$ cat src/rtl/counter_seq_pkg.sv
// Shared types for the counter sequencer: command opcodes and controller states.
package counter_seq_pkg;

    typedef enum logic [1:0] {
        OP_LOAD     = 2'b00,
        OP_RUN_UP   = 2'b01,
        OP_RUN_DOWN = 2'b10,
        OP_SET_DIV  = 2'b11
    } op_e;

    typedef enum logic [1:0] {
        ST_IDLE,
        ST_LOAD,
        ST_RUN,
        ST_DONE
    } state_e;

endpackage

$ cat src/rtl/counter_seq_prescaler.sv
// Step-rate prescaler: tick every div+1 cycles, first tick on the cycle after clear.
module counter_seq_prescaler #(
    parameter int DIV_W = 8
) (
    input  logic             clk,
    input  logic             rst,
    input  logic             clear,
    input  logic [DIV_W-1:0] div,
    output logic             tick
);

    logic [DIV_W-1:0] count;

    // NOTE: registers use non-blocking assignments so every flop samples pre-edge values.
    always_ff @(posedge clk or posedge rst) begin
        if (rst) begin
            count <= '0;
        end else if (clear || count == div) begin
            count <= '0;
        end else begin
            count <= count + 1'b1;
        end
    end

    assign tick = (count == '0);

endmodule

$ cat src/rtl/counter_seq_ctrl.sv
// Command sequencer driving an external up/down counter to a target value.
// Optional prescaled stepping is enabled by defining COUNTER_SEQ_PRESCALE_EN.
module counter_seq_ctrl
    import counter_seq_pkg::*;
#(
    parameter int WIDTH = 8,
    parameter int DIV_W = 8
) (
    input  logic             clk,
    input  logic             rst,
    input  logic             cmd_valid,
    output logic             cmd_ready,
    input  logic [1:0]       cmd_op,
    input  logic [WIDTH-1:0] cmd_arg,
    input  logic             abort,
    input  logic [WIDTH-1:0] cnt_q,
    output logic             cnt_en,
    output logic             cnt_dir,
    output logic             cnt_load,
    output logic [WIDTH-1:0] cnt_load_val,
    output logic             busy,
    output logic             done
);

    state_e           state;
    state_e           state_nxt;
    op_e              op;
    logic             accept;
    logic             at_target;
    logic             tick;
    logic [WIDTH-1:0] target;
    logic [WIDTH-1:0] load_val;
    logic             dir;

    assign op        = op_e'(cmd_op);
    assign accept    = cmd_valid && cmd_ready;
    assign at_target = (cnt_q == target);

`ifdef COUNTER_SEQ_PRESCALE_EN
    logic [DIV_W-1:0] div;

    always_ff @(posedge clk or posedge rst) begin
        if (rst) begin
            div <= '0;
        end else if (accept && op == OP_SET_DIV) begin
            div <= cmd_arg[DIV_W-1:0];
        end
    end

    // Held clear outside RUN so the first step lands on the cycle after accept.
    counter_seq_prescaler #(
        .DIV_W(DIV_W)
    ) u_prescaler (
        .clk  (clk),
        .rst  (rst),
        .clear(state != ST_RUN),
        .div  (div),
        .tick (tick)
    );
`else
    // No divider: step on every cycle.
    assign tick = (DIV_W > 0);
`endif

    always_ff @(posedge clk or posedge rst) begin
        if (rst) begin
            state <= ST_IDLE;
        end else begin
            state <= state_nxt;
        end
    end

    always_ff @(posedge clk or posedge rst) begin
        if (rst) begin
            target   <= '0;
            load_val <= '0;
            dir      <= 1'b1;
        end else if (accept) begin
            case (op)
                OP_LOAD:     load_val <= cmd_arg;
                OP_RUN_UP:   begin target <= cmd_arg; dir <= 1'b1; end
                OP_RUN_DOWN: begin target <= cmd_arg; dir <= 1'b0; end
                default:     ;
            endcase
        end
    end

    // NOTE: every combinational output gets a default first, so no path can infer a latch.
    always_comb begin
        state_nxt = state;
        case (state)
            ST_IDLE: begin
                if (accept) begin
                    case (op)
                        OP_LOAD:    state_nxt = ST_LOAD;
                        OP_SET_DIV: state_nxt = ST_DONE;
                        default:    state_nxt = ST_RUN;
                    endcase
                end
            end
            ST_LOAD: state_nxt = ST_DONE;
            ST_RUN:  if (at_target || abort) state_nxt = ST_DONE;
            ST_DONE: state_nxt = ST_IDLE;
            default: state_nxt = ST_IDLE;
        endcase
    end

    // cnt_en looks at the live counter value so the step that reaches target is the last.
    always_comb begin
        cmd_ready    = (state == ST_IDLE) && !rst;
        busy         = (state != ST_IDLE);
        cnt_load     = (state == ST_LOAD);
        cnt_en       = (state == ST_RUN) && tick && !at_target && !abort;
        done         = (state == ST_DONE);
        cnt_dir      = dir;
        cnt_load_val = load_val;
    end

endmodule

$ cat config.mk
export PLATFORM = sky130hd
export DESIGN_NAME = counter_seq_ctrl
export DESIGN_NICKNAME = d
export VERILOG_FILES = /design/src/rtl/counter_seq_pkg.sv /design/src/rtl/counter_seq_prescaler.sv /design/src/rtl/counter_seq_ctrl.sv
export SDC_FILE = /design/constraint.sdc
export NUM_CORES = 1
export LEC_CHECK = 0
export CORE_MARGIN = 2
export CORE_UTILIZATION = 46
export CTS_BUF_LIST = sky130_fd_sc_hd__clkbuf_16
export CTS_CLUSTER_SIZE = 12
export DETAILED_ROUTE_END_ITERATION = 6
export GPL_TIMING_DRIVEN = 0
export PLACE_DENSITY = 0.83
export SYNTH_ARGS = -nofsm -noshare
export SYNTH_HDL_FRONTEND = slang
export SYNTH_SLANG_ARGS = --single-unit
$ cat constraint.sdc
create_clock -name clk -period 2.97 [get_ports clk]
set_clock_uncertainty 0.2 [all_clocks]
set_input_delay 0.594 -clock clk [delete_from_list [all_inputs] [get_ports clk]]
set_output_delay 0.594 -clock clk [all_outputs]
set_load 0.005 [all_outputs]
==> metrics, run 1 <==
status=completed; DRT Pass-1 Iters=1; Die Height=49.68 um; htree depth=1; CP max stage delay=0.49 ns; Fin. Hold Viols=0; clk sinks=19; RePlAce Congestion=0.7202; power share of the combinational group=0.415; crit-path cells=clkdlybuf4s50_1, xnor2_1, nand4_1, nor2_2, nor2_1, clkdlybuf4s50_1; Setup crit end kind=primary output; Max-Cap Viols=0; minimum clock period=2.816 ns; critical path required time=2.18 ns; CTS max path bufs=2; Seq pwr share=0.370; FF+latch count, synth=19; Final period util=0.9480; NumNets Final=144; WL/cell=13.59 um; largest net degree at the start of global routing=21; post-DP HPWL=1515 um; Worst Path Max Fanout=2; mean post-synth cell area=12.80 um2; max-slew violation count=0; Top cell by count, worst path=clkdlybuf4s50_1; setup_tns=0 ns; synthesized area=959.7 um2; CTS Hold Bufs=0; synth warn=0; Worst IR Drop VDD=0.6008 mV; vias in the first global route=753; pwr/cell area=900.3 mW/mm2; relative slew slack=0.5085; worst-margin pin slew=0.7364 ns; largest family of logic cells by synthesized area=multiplexers; Worst Hold Class=register to register; RSZ-0062 raised after global routing=false; layout cells sized above 1=0.2368; internal power=926.1 uW; Core Rows=16; WP data arrival=2.02 ns; Overflow after GRT=0; CTS tree=yes; sw power=355.9 uW; Global Route Usage Sum=0.1794; Routed Wire Length=1916 um; post_cts resized=0; crit start category=input pin; Seq/Total Area, Yosys=0.4967; Top Layer Used=met4; fillers=152; initial antenna violation count=0; Synth Area in Simple Gates=0.06780; # Post-CTS Setup Buffers=0; # setup viols final=0; CTS root buf=clkbuf_16; met3 wire len=87 um; met2 WL=1004 um; final core occ=0.7258; area of the core=0.001962 mm2; Adder-Cell Fraction of Synth Area=0.09126; # DRC=0; Ant. Diodes=0; clock share of power=0.214; clk slew on worst S/H paths=0.05 ns; switching portion of total power=0.2776; Horiz. Die Dim=49.68 um; leak pwr=0.0006304 uW; Gate Count Post-Synth=75; TritonCTS Buffers=3; I/O Pins=36; via count=677; Starting Density=0.4892; xor/xnor share of the synthesized area=0.07301; Worst-Skew Late Latency=0.25 ns; initial drt markers=0; Crit Path Class=input pin to primary output; Metal-1 WL=817 um; post-synth cell types=18; Compound-Gate Fraction of Synth Area=0.03259; Port Buf Inserts=35; multiplexer share of the synthesized area=0.2112; post-synth net total=104; first-pass GRT wire length=3367 um; P&R area growth vs syn=48.37%; Post-DRT Antenna Nets=0; Avg Vias per Cell=4.801; fmax=355.2 MHz; Slowest cell on crit path=clkdlybuf4s50_1; die area=0.002468 mm2
==> power groups by stage <==
stage               Combinational [uW]  Sequential [uW]  Clock (uW)
finish                             532              475         275
global route                       594              492         289
CTS                                544              475         281
detailed placement                 541              479           0
global placement                   519              468           0
floorplan                          281              469           0
==> area by class of cell <==
cell class	count	area, um2	share of cell area
sequential	19	476.7	0.3348
multi-input combinational	49	456.7	0.3207
timing repair buffer	35	350.3	0.2460
clock buffer	3	75.07	0.05272
tap	27	33.78	0.02373
inverter	7	26.28	0.01845
clock inverter	1	5.005	0.003515
==> worst paths after layout <==
kind                            slack [ns]                           to                  from  cells after the start
worst max register to register        1.01        target[6]$_DFFE_PP0P_  state[0]$_DFFE_PP0P_                      6
worst min-delay path                  0.28          cnt_dir$_DFFE_PP1P_   cnt_dir$_DFFE_PP1P_                      2
max in group asynchronous             1.48        target[2]$_DFFE_PP0P_                   rst                      2
worst min register to register        0.28          cnt_dir$_DFFE_PP1P_   cnt_dir$_DFFE_PP1P_                      2
worst max-delay path                  0.15                       cnt_en              cnt_q[4]                      6
min in group asynchronous             0.63  cnt_load_val[0]$_DFFE_PP0P_                   rst                      2
==> cells in the mapped netlist <==
library cell | number | area share
dfrtp_1 | 18 | 0.47
mux2_2 | 16 | 0.19
xnor2_1 | 8 | 0.073
ha_1 | 7 | 0.091
inv_1 | 7 | 0.027
o21ai_0 | 3 | 0.016
mux2_1 | 2 | 0.023
nand2_1 | 2 | 0.0078
nand2_2 | 2 | 0.013
nand4_1 | 2 | 0.013
a21oi_1 | 1 | 0.0052
and2_2 | 1 | 0.0078
dfstp_2 | 1 | 0.027
nand2b_1 | 1 | 0.0065
nor2_1 | 1 | 0.0039
nor2_2 | 1 | 0.0065
nor2b_2 | 1 | 0.0091
o21bai_2 | 1 | 0.012
==> routing by layer <==
layer	track usage	up-vias
li1	-	330
met1	0.2036	326
met2	0.3333	19
met3	0.03636	2
met4	0.05556	0
met5	0	-
==> cell families (layout without fill, tap and decap cells) <==
| kind of cell | count (synthesis) | after routing |
|---|---|---|
| DFF | 19 | 19 |
| xor gates and xnor gates | 8 | 8 |
| muxes | 18 | 18 |
| and+or+nand+nor | 11 | 11 |
| adders and majority gates | 7 | 7 |
| AOI/OAI and AO/OA | 5 | 5 |
| buffers and inverters | 7 | 46 |
==> flip-flops by register name, summed over array words and instances (netlist names) <==
name	cells
state	2
target	8
cnt_dir	1
cnt_load_val	8
==> cells in the final DEF (no fill, tap or decap), drive strengths merged, types with 2 or more instances in the layout <==
master	Yosys	layout
dfrtp	18	18
ha	7	7
clkbuf	0	3
mux2	18	18
inv	7	7
nand4	2	2
o21ai	3	3
clkdlybuf4s50	0	35
xnor2	8	8
nor2	2	2
nand2	4	4
==> critical path: cells and delay by family <==
| kind | cells | cell delay (ns) |
|---|---|---|
| xor gates and xnor gates | 1 | 0.12 |
| buffers and inverters | 2 | 0.93 |
| and+or+nand+nor | 3 | 0.38 |
==> through the flow <==
stage | cells | total power [uW] | hold slack (ns) | worst slack [ns] | instance area, um2
CTS | 141 | 1300 | 0.2841 | 0.1488 | 1424
global route | 141 | 1375 | 0.3259 | 0.09126 | 1424
detailed placement | 137 | 1021 | 0.2762 | 0.1476 | 1344
finish | 141 | 1282 | 0.2802 | 0.1544 | 1424
floorplan | 75 | 749.8 | 0.2698 | 1.008 | 959.7
global placement | 137 | 987.3 | 0.2687 | 0.1820 | 1344
Power figures use the tool's default switching activity.
==> run 2: changes to the inputs <==
--- a/config.mk
+++ b/config.mk
@@ -5,6 +5,7 @@
 export SDC_FILE = /design/constraint.sdc
 export NUM_CORES = 1
 export LEC_CHECK = 0
+export ABC_CLOCK_PERIOD_IN_PS = 2970
 export CORE_MARGIN = 2
 export CORE_UTILIZATION = 46
 export CTS_BUF_LIST = sky130_fd_sc_hd__clkbuf_16
@@ -15,3 +16,4 @@
 export SYNTH_ARGS = -nofsm -noshare
 export SYNTH_HDL_FRONTEND = slang
 export SYNTH_SLANG_ARGS = --single-unit
+export TNS_END_PERCENT = 20
==> results of run 2 <==
Final layout, timing and power as in run 1 (identical DEF).
